==> config.mk <==
export PLATFORM = sky130hd
export DESIGN_NAME = cpu2_seq
export DESIGN_NICKNAME = d
export VERILOG_FILES = /design/src/rtl/cpu2_seq_pkg.sv /design/src/rtl/cpu2_seq_dec.sv /design/src/rtl/cpu2_seq.sv
export SDC_FILE = /design/constraint.sdc
export NUM_CORES = 1
export LEC_CHECK = 0
export ABC_AREA = 1
export BUFFER_PORTS_ARGS = -buffer_cell sky130_fd_sc_hd__buf_2
export CAP_MARGIN = 20
export CORE_AREA = 3 3 125 127
export CTS_CLUSTER_SIZE = 24
export DETAILED_ROUTE_END_ITERATION = 16
export DIE_AREA = 0 0 128 130
export HOLD_SLACK_MARGIN = 0.05
export PLACE_DENSITY = 0.68
export SLEW_MARGIN = 20
export SYNTH_ARGS = -nofsm -noshare
export SYNTH_HDL_FRONTEND = slang
export SYNTH_SLANG_ARGS = --single-unit
==> constraint.sdc <==
create_clock -name clk -period 2.36 [get_ports clk]
set_input_delay 0.472 -clock clk [delete_from_list [all_inputs] [get_ports clk]]
set_output_delay 0.472 -clock clk [all_outputs]
set_load 0.005 [all_outputs]
==> src/rtl/cpu2_seq_pkg.sv <==
// cpu2_seq shared definitions: opcodes, FSM states, instruction field positions.
package cpu2_seq_pkg;

  localparam logic [3:0] OP_ALU  = 4'h0;
  localparam logic [3:0] OP_LD   = 4'h1;
  localparam logic [3:0] OP_ST   = 4'h2;
  localparam logic [3:0] OP_CALL = 4'h3;
  localparam logic [3:0] OP_HALT = 4'hF;

  localparam int OP_HI   = 31;
  localparam int OP_LO   = 28;
  localparam int D_LO    = 24;
  localparam int A_LO    = 20;
  localparam int B_LO    = 16;
  localparam int PINC_B  = 16;
  localparam int IMM_W   = 16;
  localparam logic [3:0] R_PC = 4'hF;

  typedef enum logic [1:0] {
    S_FETCH,
    S_EXEC,
    S_MEM,
    S_HALT
  } state_t;

  function automatic state_t fetch_next(
    input logic [3:0] op
  );
    state_t s;
    s = S_EXEC;
    if (op == OP_LD || op == OP_ST)
      s = S_MEM;
    else if (op == OP_HALT)
      s = S_HALT;
    return s;
  endfunction

endpackage

==> src/rtl/cpu2_seq_dec.sv <==
// cpu2_seq instruction decode: register selects and class flags.
// Post-increment honoured only with CPU2_SEQ_POSTINC_EN defined.
module cpu2_seq_dec
  import cpu2_seq_pkg::*;
(
  input  logic [31:0]      i_ir,
  output logic [3:0]       o_ra,
  output logic [3:0]       o_rb,
  output logic [3:0]       o_rd,
  output logic [3:0]       o_rw,
  output logic [3:0]       o_rt,
  output logic [3:0]       o_alu_op,
  output logic [IMM_W-1:0] o_imm,
  output logic             o_is_mem,
  output logic             o_is_st,
  output logic             o_is_wb,
  output logic             o_is_link,
  output logic             o_pinc
);

  logic [3:0] w_op;
  logic [3:0] w_d;
  logic [3:0] w_a;

  assign w_op = i_ir[OP_HI:OP_LO];
  assign w_d  = i_ir[D_LO+3:D_LO];
  assign w_a  = i_ir[A_LO+3:A_LO];

  always_comb begin
    o_ra      = w_a;
    o_rb      = i_ir[B_LO+3:B_LO];
    o_rd      = w_d;
    o_rt      = w_d;
    o_rw      = w_d;
    o_alu_op  = i_ir[15:12];
    o_imm     = i_ir[IMM_W-1:0];
    o_is_mem  = 1'b0;
    o_is_st   = 1'b0;
    o_is_wb   = 1'b0;
    o_is_link = 1'b0;
    o_pinc    = 1'b0;
    unique case (1'b1)
      w_op == OP_ALU: o_is_wb = 1'b1;
      w_op == OP_LD: begin
        o_is_mem = 1'b1;
        o_is_wb  = 1'b1;
      end
      w_op == OP_ST: begin
        o_is_mem = 1'b1;
        o_is_st  = 1'b1;
      end
      w_op == OP_CALL: begin
        o_is_link = 1'b1;
        o_rw      = R_PC;
      end
      default: ;
    endcase
`ifdef CPU2_SEQ_POSTINC_EN
    // a load into the base register wins over the base update
    o_pinc = o_is_mem & i_ir[PINC_B]
           & ~(o_is_wb & (w_d == w_a));
`else
    o_pinc = 1'b0;
`endif
  end

endmodule

==> src/rtl/cpu2_seq.sv <==
// cpu2 multi-cycle fetch/execute sequencer: FSM and memory handshake.
// Optional feature macro: CPU2_SEQ_POSTINC_EN (load/store post-increment).
module cpu2_seq
  import cpu2_seq_pkg::*;
#(
  parameter int WIDTH = 32
) (
  input  logic             clk,
  input  logic             reset,
  input  logic [WIDTH-1:0] pc,
  input  logic [WIDTH-1:0] da,
  input  logic [WIDTH-1:0] dd,
  input  logic [WIDTH-1:0] alu_res,
  input  logic [WIDTH-1:0] mem_rdata,
  input  logic             mem_ack,
  output logic             mem_req,
  output logic             mem_we,
  output logic [WIDTH-1:0] mem_addr,
  output logic [WIDTH-1:0] mem_wdata,
  output logic [3:0]       ra,
  output logic [3:0]       rb,
  output logic [3:0]       rd,
  output logic [3:0]       rw,
  output logic [3:0]       rt,
  output logic             fn_inc_pc,
  output logic             fn_link,
  output logic             fn_wb,
  output logic             fn_ra_change,
  output logic [WIDTH-1:0] wb_data,
  output logic [3:0]       alu_op,
  output logic [WIDTH-1:0] ir,
  output logic             halted
);

  state_t           r_state;
  state_t           w_next;
  logic [WIDTH-1:0] r_ir;
  logic             r_run;
  logic [IMM_W-1:0] w_imm;
  logic             w_is_mem;
  logic             w_is_st;
  logic             w_is_wb;
  logic             w_is_link;
  logic             w_pinc;
  logic [WIDTH-1:0] w_sext;
  logic [WIDTH-1:0] w_zext;
  logic [WIDTH-1:0] w_ea;
  logic             w_fetch_ack;

  cpu2_seq_dec u_dec (
    .i_ir      (r_ir[31:0]),
    .o_ra      (ra),
    .o_rb      (rb),
    .o_rd      (rd),
    .o_rw      (rw),
    .o_rt      (rt),
    .o_alu_op  (alu_op),
    .o_imm     (w_imm),
    .o_is_mem  (w_is_mem),
    .o_is_st   (w_is_st),
    .o_is_wb   (w_is_wb),
    .o_is_link (w_is_link),
    .o_pinc    (w_pinc)
  );

  assign w_sext = {{(WIDTH-IMM_W){w_imm[IMM_W-1]}}, w_imm};
  assign w_zext = {{(WIDTH-IMM_W){1'b0}}, w_imm};
  assign w_ea   = da + w_sext;
  assign ir     = r_ir;

  // r_run keeps the first fetch one cycle behind reset release
  always_ff @(posedge clk) begin
    if (!reset) begin
      r_state <= S_FETCH;
      r_ir    <= '0;
      r_run   <= 1'b0;
    end else begin
      r_state <= w_next;
      r_run   <= 1'b1;
      if (w_fetch_ack)
        r_ir <= mem_rdata;
    end
  end

  always_comb begin
    w_next       = r_state;
    w_fetch_ack  = 1'b0;
    mem_req      = 1'b0;
    mem_we       = 1'b0;
    mem_addr     = '0;
    mem_wdata    = '0;
    fn_inc_pc    = 1'b0;
    fn_link      = 1'b0;
    fn_wb        = 1'b0;
    fn_ra_change = 1'b0;
    wb_data      = '0;
    halted       = 1'b0;
    unique case (r_state)
      S_FETCH: begin
        if (r_run) begin
          mem_req  = 1'b1;
          mem_addr = pc;
          if (mem_ack) begin
            w_fetch_ack = 1'b1;
            fn_inc_pc   = 1'b1;
            w_next = fetch_next(
              mem_rdata[OP_HI:OP_LO]);
          end
        end
      end
      S_EXEC: begin
        w_next = S_FETCH;
        if (w_is_link) begin
          fn_link = 1'b1;
          fn_wb   = 1'b1;
          wb_data = w_zext;
        end else if (w_is_wb) begin
          fn_wb   = 1'b1;
          wb_data = alu_res;
        end
      end
      S_MEM: begin
        mem_req   = 1'b1;
        mem_we    = w_is_st;
        mem_addr  = w_ea;
        mem_wdata = dd;
        if (mem_ack) begin
          w_next       = S_FETCH;
          fn_ra_change = w_pinc;
          if (w_is_wb) begin
            fn_wb   = 1'b1;
            wb_data = mem_rdata;
          end
        end
      end
      S_HALT: halted = 1'b1;
    endcase
  end

  logic w_unused;
  assign w_unused = w_is_mem;

endmodule

==> metrics.md, run 1 <==
| Metric | Value |
|---|---|
| WHS | `0.430 ns` |
| Antenna diodes | `0` |
| Synth cell types | `42` |
| # fillers | `1405` |
| Routed Antenna Nets | `0` |
| Cell Pwr Density | `406 nW/um^2` |
| CP top delay family | `simple AND/OR/NAND/NOR gates` |
| FP Rows | `44` |
| Clk slew on worst S/H paths | `0.06 ns` |
| Fmax | `395 MHz` |
| #FFs+latches synth | `35` |
| Clk_skew | `0.00841 ns` |
| Setup ws final | `-0.173 ns` |
| CP peak stage delay | `0.42 ns` |
| Reg2Reg Setup Slack | `0.48 ns` |
| Most frequent CP cell | `nand2_1` |
| Synth area leader | `nand2_1` |
| Setup crit start | `ir[15]` |
| Failing checks | `setup timing` |
| First-pass GRT wire length | `34800 um` |
| Worst path depth | `14` |
| Startpoint Class | `register` |
| Leak | `5.09 nW` |
| Crit path required time | `1.89 ns` |
| IO Pins | `322` |
| Die Span Y | `130 um` |
| Reg area | `748 sq um` |
| WP data arrival | `2.06 ns` |
| Setup-failing EPs final | `22` |
| Largest net degree at the start of global routing | `39` |
| Async SR Flop Fraction | `0` |
| Main flop type after synthesis | `dfxtp_1` |
| GPL Wtd Cong | `0.916` |
| Fin. max-slew vios | `0` |
| Final wirelength | `24000 um` |
| Via/cell ratio | `4.84` |
| WL/cell | `15.7 um` |
| DIE WIDTH | `128 um` |
| Worst-Skew Late Latency | `0.28 ns` |
| Share of the synthesized area in the top cell type | `0.283` |
| Final worst-path cycle share | `1.07` |
| Vias in the first global route | `6721` |
| Area growth, synth to finish | `68.5%` |
| RR Startpoint | `r_state[0]` |
| CTS Sinks | `35` |
| Final number of hold-violating endpoints | `0` |
| Mapped Avg Cell Area | `5.26 sq um` |
| Via count | `7406` |
| Max clock buf depth | `2` |
| Core area | `14500 sq um` |
| Share of cells above drive strength 1 | `0.497` |
| Setup Crit Path Kind | `register to output pin` |
| Residual DRC | `0` |
| Status | `finished with violations` |
| Final instance area | `8750 sq um` |
| Register area share after synthesis | `0.135` |
| CTS tree | `done` |
| Min Tclk post-route | `2.53 ns` |
| Hold buffers post-CTS | `0` |
| Crit-path cells | `buf_16 > ha_4 > nand2_1 > nand2_1 > inv_1 > nand2_2 > nand2_1 > nand2_1 > a21oi_2 > nand2_1 > nand2_1 > nand3_1 > nand2_1 > buf_2` |
| Crit-path max FO | `8` |
| RSZ-0062 raised after global routing | `true` |
| CTS H-Tree Depth | `2` |
| Overall power | `0.00356 W` |
| 1st-iter DRT viols | `425` |
| Synthesized area | `5190 sq um` |
| Post-synth net total | `1187` |
| Setup crit end | `mem_addr[29]` |
| EDFF count, synth | `0` |
| Slew @ Worst Pin | `0.645 ns` |
| Fin Setup TNS | `-2.10 ns` |
| Multi-input combinational cell area | `4620 sq um` |
| Slew headroom | `0.570` |
| Area post-placement | `7220 sq um` |
| Initial antenna violation count | `1` |
| Synthesized instance count | `987` |
| Fin nets | `1544` |
| Max VDD drop | `0.000380 V` |
| Reg-to-Reg End | `ir[1]` |
| YS warnings | `0` |
| Buf/Inv on CP | `3` |
| Global Route Usage Sum | `0.261` |
| Number of CTS-inserted buffers | `5` |
| Path type of the worst min-delay path | `input pin to register` |
| Overflow after GRT | `0` |
| Initial Utilization | `0.357` |
| Top post-synthesis cells by area | `nand2_1 28%, dfxtp_1 13%, inv_1 11%` |
| Die area | `16600 sq um` |
| Slowest stage cell, crit path | `dfxtp_4` |
| DR pass1 iterations | `5` |
| IO Port Bufs | `320` |
| Critical Path Sink Type | `output pin` |
| Final HPWL DP | `18200 um` |
| R2r worst-path depth | `7` |
| Max_cap viols | `0` |
| Clk root buf | `clkbuf_16` |
[worst reg2reg max path, stage by stage, from the launching register on]
cell	delay [ns]
dfxtp_2	0.39
inv_1	0.11
ha_1	0.22
nand2_1	0.16
nor2_4	0.08
inv_2	0.49
o21ai_0	0.20
a21oi_1	0.16
[worst min path at each step]
stage / from / to / slack [ns] / cells past startpoint
after floorplan: ir[24] / ir[24] / 0.49 / 2
after CTS: mem_rdata[13] / ir[13] / 0.43 / 3
after detailed placement: ir[25] / ir[25] / 0.50 / 2
after global routing: mem_rdata[14] / ir[14] / 0.45 / 3
after global placement: ir[25] / ir[25] / 0.49 / 2
final: mem_rdata[20] / ir[20] / 0.43 / 3
[power breakdown]
part | leakage, nW | internal, W | switching [W]
sequential | 0.298 | 0.000648 | 0.0000697
combinational | 4.71 | 0.000913 | 0.00114
clock | 0.0868 | 0.000525 | 0.000261
[layout make-up]
class	count	area share
inverters	170	0.0732
well taps	184	0.0263
flip-flops and latches	35	0.0855
repair buffers	400	0.268
clock buffers	6	0.0159
multi-input cells	732	0.528
clock inverters	2	0.00400
[sequential cells by signal, summed over array words and instances (netlist names)]
signal / flops
ir: 32
r_state: 2
r_run: 1
[Yosys cell counts, types with 4 or more instances]
master	n
a21oi_1	54
a31oi_1	16
buf_1	4
buf_2	9
buf_4	21
buf_6	4
clkbuf_1	12
dfxtp_1	35
ha_1	36
inv_1	153
inv_2	16
nand2_1	392
nand2_2	13
nand3_1	39
nand3_2	6
nand3b_1	5
nor2_1	87
nor2_2	6
o21ai_0	42
[metrics by stage]
stage / setup slack [ns] / utilization / std cells
after floorplan: 0.0902 / - / 987
after global placement: -0.216 / 0.497 / 1502
after detailed placement: -0.234 / 0.497 / 1502
after CTS: -0.129 / 0.560 / 1516
after global routing: -0.280 / 0.602 / 1529
final: -0.173 / 0.602 / 1529
[kinds of logic after synthesis]
family / share of synthesized area
simple gates: 0.460
buf+inv: 0.182
compound gates: 0.127
fa+ha+maj: 0.0906
flops: 0.135
xor+xnor: 0.00506
other cells: 0.000722
[repair_timing]
action / 4_1_cts / 5_1_grt
pin swaps: 20 / 74
gates resized for setup: 132 / 158
buffers inserted: 4 / 13
gates cloned: 2 / 1
setup endpoints to repair: 33 / 62
[placed cells by master, fill, tap and decap left out, drive strengths merged]
cell    netlist  layout
xor2          2       2
nor4          1       1
nand3b        5       5
ha           36      36
xnor2         1       1
clkbuf       12       7
inv         169     170
nor2         96      96
conb          1       1
o211ai        1       1
nor3          6       6
dfxtp        35      35
nand4         1       1
nand3        45      45
o21ai        44      44
bufinv        0       1
a31oi        16      16
a22o          1       1
nand2       408     408
a21oi        55      55
and2          1       1
buf          38     399
or2           6       6
a21o          1       1
a32o          2       2
fa            1       1
clkinv        1       1
o21bai        2       2
[metal layers]
| layer | wire [um] | track usage |
|---|---|---|
| met5 | 13 | 0 |
| met4 | 405 | 0.0506 |
| met3 | 1670 | 0.0372 |
| met2 | 12200 | 0.478 |
| met1 | 9780 | 0.328 |
(Power assumes the default switching activity.)
==> run 2, diff against run 1 <==
Settings changed: CELL_PAD_IN_SITES_DETAIL_PLACEMENT set to 0, CELL_PAD_IN_SITES_GLOBAL_PLACEMENT set to 1, CORE_AREA 3 3 125 127 to not set, CORE_MARGIN set to 3, CORE_UTILIZATION set to 27, DIE_AREA 0 0 128 130 to not set, PLACE_DENSITY 0.68 to not set, PLACE_DENSITY_LB_ADDON set to 0.1, SYNTH_HIERARCHICAL set to 1.
==> run 2 against run 1 <==
Compared with the run above:
- the run still ends with setup timing left
- final area rose by 4.3%
- first-iteration DRC count is 41% lower
- sequential power is 1% lower
- power up 1.7%
- clock power grew 10%
- global-route usage shrank 6.6 points
- critical path type unchanged
- highest routed layer unchanged
==> metrics.md, run 2 <==
| Metric | Value |
|---|---|
| Setup ws final | `-0.169 ns` |
| Fin nets | `1592` |
| Slew headroom | `0.586` |
| Overflow after GRT | `0` |
| Post-synth net total | `1235` |
| Most frequent cells in the layout | `319 x buf_2, 315 x nand2_1, 161 x inv_1` |
| Crit-path max FO | `8` |
| Slew @ Worst Pin | `0.622 ns` |
| Setup-failing EPs final | `23` |
| Startpoint Class | `register` |
| Synthesized area | `5330 sq um` |
| Die area | `21500 sq um` |
| M1 GR Usage | `0.248` |
| FP Rows | `50` |
| WP data arrival | `2.06 ns` |
| Via count | `7136` |
| DR pass1 iterations | `4` |
| Vias in the first global route | `6776` |
| Area growth, synth to finish | `71.2%` |
| Final worst-path cycle share | `1.07` |
| Crit path required time | `1.89 ns` |
| Status | `finished with violations` |
| Critical Path Sink Type | `output pin` |
| Mapped Avg Cell Area | `5.15 sq um` |
| Fmax | `395 MHz` |
| Hold buffers post-CTS | `0` |
| GPL Wtd Cong | `0.798` |
| Overall power | `0.00362 W` |
| Failing checks | `setup timing` |
| Final number of hold-violating endpoints | `0` |
| IO Pins | `322` |
| Max clock buf depth | `2` |
| Leak | `5.54 nW` |
| Antenna diodes | `0` |
| Synthesized instance count | `1035` |
| Largest register FFs | `32` |
| Clk root buf | `clkbuf_16` |
| Clk_skew | `0.00674 ns` |
| Commonest non-fill, non-tap cell in the layout | `buf_2` |
| # fillers | `2082` |
| Largest net degree at the start of global routing | `35` |
| Max VDD drop | `0.000262 V` |
| IO Port Bufs | `320` |
| GR peak layer | `met2` |
| Fin. max-slew vios | `0` |
| Cells after DPL | `1629` |
| RSZ-0062 raised after global routing | `true` |
| Min Tclk post-route | `2.53 ns` |
| Final Non-Filler Cells | `1653` |
| Worst-Skew Late Latency | `0.28 ns` |
| Routed Antenna Nets | `0` |
| Reg2Reg Setup Slack | `0.64 ns` |
| Cell Pwr Density | `396 nW/um^2` |
| CTS H-Tree Depth | `2` |
| Max_cap viols | `0` |
| WL/cell | `13.6 um` |
| Core area | `19100 sq um` |
| Number of CTS-inserted buffers | `5` |
| GRT met2 Usage | `0.352` |
| First-pass GRT wire length | `34500 um` |
| Setup Crit Path Kind | `register to output pin` |
| CTS Sinks | `35` |
| Final HPWL DP | `17700 um` |
| Path type of the worst min-delay path | `input pin to register` |
| DIE WIDTH | `147 um` |
| Clk slew on worst S/H paths | `0.06 ns` |
| Via/cell ratio | `4.32` |
| Residual DRC | `0` |
| CTS tree | `done` |
| Global Route Usage Sum | `0.195` |
| Die Span Y | `147 um` |
| Share of cells above drive strength 1 | `0.498` |
| Initial Utilization | `0.280` |
| Initial antenna violation count | `1` |
| 1st-iter DRT viols | `249` |
| Met3 Use GR | `0.0354` |
| YS warnings | `6` |
| Final wirelength | `22400 um` |
-- run 2: final timing paths --
kind / from / end / cells past startpoint
setup / recovery: ir[15] / mem_addr[31] / 13
hold / removal: mem_rdata[24] / ir[24] / 3
setup reg to reg: r_state[0] / ir[0] / 8
hold reg to reg: r_state[0] / r_state[0] / 2
-- run 2: stage by stage --
step                      setup slack [ns]   util  TNS [ns]  hold WS [ns]  cell area [sq um]
after global routing                -0.289  0.479     -5.20         0.434               9130
final                               -0.169  0.479     -2.19         0.428               9130
after detailed placement            -0.322  0.393     -5.31         0.516               7490
after global placement              -0.277  0.393     -4.49         0.513               7490
after CTS                           -0.201  0.445     -3.18         0.421               8500
after floorplan                      0.154      -         0         0.489               5330
-- run 2: worst max-delay path: stages (launching register included) --
cell and delay [ns]:
dfxtp_4 0.38, clkbuf_16 0.18, buf_6 0.13, ha_4 0.27, nand2_1 0.08, nor2_2 0.12, nand2_1 0.08, nor2_1 0.10
nand2_1 0.07, nand2_1 0.06, nand2_1 0.04, nand3_1 0.07, nand2_1 0.05, buf_2 0.12
-- run 2: where the power goes --
group	leakage [nW]	switching, W	internal [W]	total (W)
combinational	5.15	0.00110	0.000938	0.00204
sequential	0.298	0.0000584	0.000651	0.000709
clock	0.0911	0.000261	0.000606	0.000867
-- run 2: routing by layer --
| metal | share of wire | vias up |
|---|---|---|
| met5 | 0.00031 | - |
| met4 | 0.0072 | 2 |
| met3 | 0.052 | 13 |
| met2 | 0.50 | 191 |
| li1 | - | 3807 |
| met1 | 0.44 | 3123 |
-- run 2: cell type report --
type / instances / area, sq um / area share
Inverter: 191 / 717 / 0.0785
Clock inverter: 2 / 60.1 / 0.00658
Sequential cell: 35 / 741 / 0.0811
Timing Repair Buffer: 416 / 2470 / 0.270
Clock buffer: 6 / 129 / 0.0141
Multi-Input combinational cell: 743 / 4690 / 0.514
Tap cell: 260 / 325 / 0.0356
-- run 2: what timing repair did --
item | in CTS | in global routing
cloned | 0 | 3
endpoints found under the setup margin | 31 | 71
pin swaps | 35 | 55
resized for setup | 157 | 166
endpoints found under the hold margin | 0 | 0
setup buffers | 8 | 6
==> run 3, diff against run 2 <==
Settings changed: CORE_ASPECT_RATIO set to 1.2.
==> run 3 against run 2 <==
Compared with the run above:
- worst hold slack worse by 0.0011 ns
- non-clock buffer count up 7
- the flow still finishes with violations (setup timing)
- largest cell class unchanged
- core utilization up 1.2 points
- die area about the same
- clock skew down 0.0046 ns
- power up 0.32%
- critical path depth down 1
==> metrics.md, run 3 (synthesis results as in run 2) <==
| Metric | Value |
|---|---|
| Status | `finished with violations` |
| Failing checks | `setup timing` |
| Via count | `7343` |
| Startpoint Class | `register` |
| Slew @ Worst Pin | `0.554 ns` |
| Routed Antenna Nets | `0` |
| Cells after DPL | `1624` |
| Vias in the first global route | `7229` |
| Fin nets | `1599` |
| Crit-path cells | `buf_12 > ha_4 > nand2_4 > nor2_4 > inv_2 > nor3_2 > nand2_1 > nand2_1 > nand2_1 > nand3_1 > nand2_1 > buf_2` |
| Share of cells above drive strength 1 | `0.511` |
| FP Rows | `55` |
| IO Port Bufs | `320` |
| Commonest non-fill, non-tap cell in the layout | `buf_2` |
| Most frequent CP cell | `nand2_1` |
| Min Tclk post-route | `2.55 ns` |
| IO Pins | `322` |
| Buf/Inv on CP | `3` |
| Via/cell ratio | `4.43` |
| Slew headroom | `0.631` |
| Final worst-path cycle share | `1.08` |
| CTS H-Tree Depth | `2` |
| Fin. max-slew vios | `0` |
| Initial antenna violation count | `3` |
| Largest register FFs | `32` |
| Crit-path max FO | `8` |
| Fmax | `393 MHz` |
| Setup Crit Path Kind | `register to output pin` |
| Max clock buf depth | `2` |
| Clk slew on worst S/H paths | `0.06 ns` |
| WP data arrival | `2.07 ns` |
| Max_cap viols | `0` |
| Overflow after GRT | `0` |
| Final number of hold-violating endpoints | `0` |
| Final Non-Filler Cells | `1656` |
| Global Route Usage Sum | `0.216` |
| CTS tree | `done` |
| Setup-failing EPs final | `23` |
| 1st-iter DRT viols | `239` |
| Most frequent cells in the layout | `319 x buf_2, 311 x nand2_1, 156 x inv_1` |
| Setup ws final | `-0.185 ns` |
| Leak | `5.69 nW` |
| CTS Sinks | `35` |
| Slowest stage cell, crit path | `dfxtp_4` |
| Final HPWL DP | `19600 um` |
| Max VDD drop | `0.000304 V` |
| RSZ-0062 raised after global routing | `true` |
| Crit path required time | `1.89 ns` |
| CP peak stage delay | `0.38 ns` |
| Path type of the worst min-delay path | `input pin to register` |
| Largest net degree at the start of global routing | `42` |
| DIE WIDTH | `134 um` |
| Clk_skew | `0.00210 ns` |
| Antenna diodes | `0` |
| Fin Setup TNS | `-2.77 ns` |
| Cell Pwr Density | `386 nW/um^2` |
| Number of CTS-inserted buffers | `5` |
| First-pass GRT wire length | `37400 um` |
| Core area | `19100 sq um` |
| Residual DRC | `0` |
| CP top delay family | `simple AND/OR/NAND/NOR gates` |
| Die area | `21500 sq um` |
| Critical Path Sink Type | `output pin` |
| Final wirelength | `24800 um` |
| GPL Wtd Cong | `0.879` |
| Initial Utilization | `0.279` |
| WL/cell | `15.0 um` |
| Clk root buf | `clkbuf_16` |
| Worst-Skew Late Latency | `0.28 ns` |
| DR pass1 iterations | `4` |
| Die Span Y | `160 um` |
| Area growth, synth to finish | `76.0%` |
| WHS | `0.427 ns` |
| Hold buffers post-CTS | `0` |
-- run 3: cell count changes in the layout (fill, tap and decap cells not counted), moves of 4 or more --
cell     change
nand2_4     +14
nand2_2     -11
nor2_4       +4
nand2_1      -4
dfxtp_4      +4
buf_12       +5
inv_1        -5
nor2_2       -4
buf_4        +5
-- run 3: worst paths after layout --
kind                      from           end  slack [ns]  cells past startpoint
hold / removal    mem_rdata[7]         ir[7]        0.43                      3
setup / recovery        ir[15]  mem_addr[27]       -0.19                     12
setup reg to reg    r_state[0]    r_state[0]        0.66                      9
hold reg to reg     r_state[1]    r_state[1]        0.52                      2
-- run 3: cell type report --
cell class	count	area, sq um
Fill cell	2121	9740
Multi-Input combinational cell	743	4850
Timing Repair Buffer	423	2570
Sequential cell	35	752
Inverter	191	736
Tap cell	256	320
Clock buffer	8	156
-- run 3: through the flow --
stage | power [W] | setup slack [ns] | area, sq um | util
2_1_floorplan | 0.00158 | 0.154 | 5330 | -
3_3_place_gp | 0.00233 | -0.280 | 7500 | 0.392
3_5_place_dp | 0.00233 | -0.296 | 7500 | 0.392
4_1_cts | 0.00341 | -0.186 | 8710 | 0.455
5_1_grt | 0.00389 | -0.297 | 9390 | 0.491
6_report | 0.00363 | -0.185 | 9390 | 0.491
-- run 3: worst reg2reg max path, delay by kind of cell (launching register included) --
kind / cells / cell delay, ns
and+or+nand+nor: 2 / 0.34
AOI/OAI and AO/OA: 2 / 0.12
DFF: 1 / 0.38
adders and majority gates: 1 / 0.19
buffers and inverters: 4 / 0.55
-- run 3: what timing repair did --
item / CTS / global route
pin swaps: 62 / 92
gates resized for setup: 208 / 155
endpoints found under the setup margin: 54 / 61
setup buffers: 12 / 13
cloned: 1 / 2
-- run 3: power by group --
group	total [W]	internal, W	switching [W]
Combinational	0.00220	0.00100	0.00120
Clock	0.000712	0.000450	0.000262
Sequential	0.000713	0.000650	0.0000629
-- run 3: per-layer routing --
| layer | part of all wire | up-vias | track usage |
|---|---|---|---|
| met5 | 0.0011 | - | 0 |
| met4 | 0.019 | 6 | 0.0519 |
| met3 | 0.046 | 32 | 0.0331 |
| met2 | 0.55 | 198 | 0.423 |
| met1 | 0.39 | 3292 | 0.239 |
| li1 | - | 3815 | - |
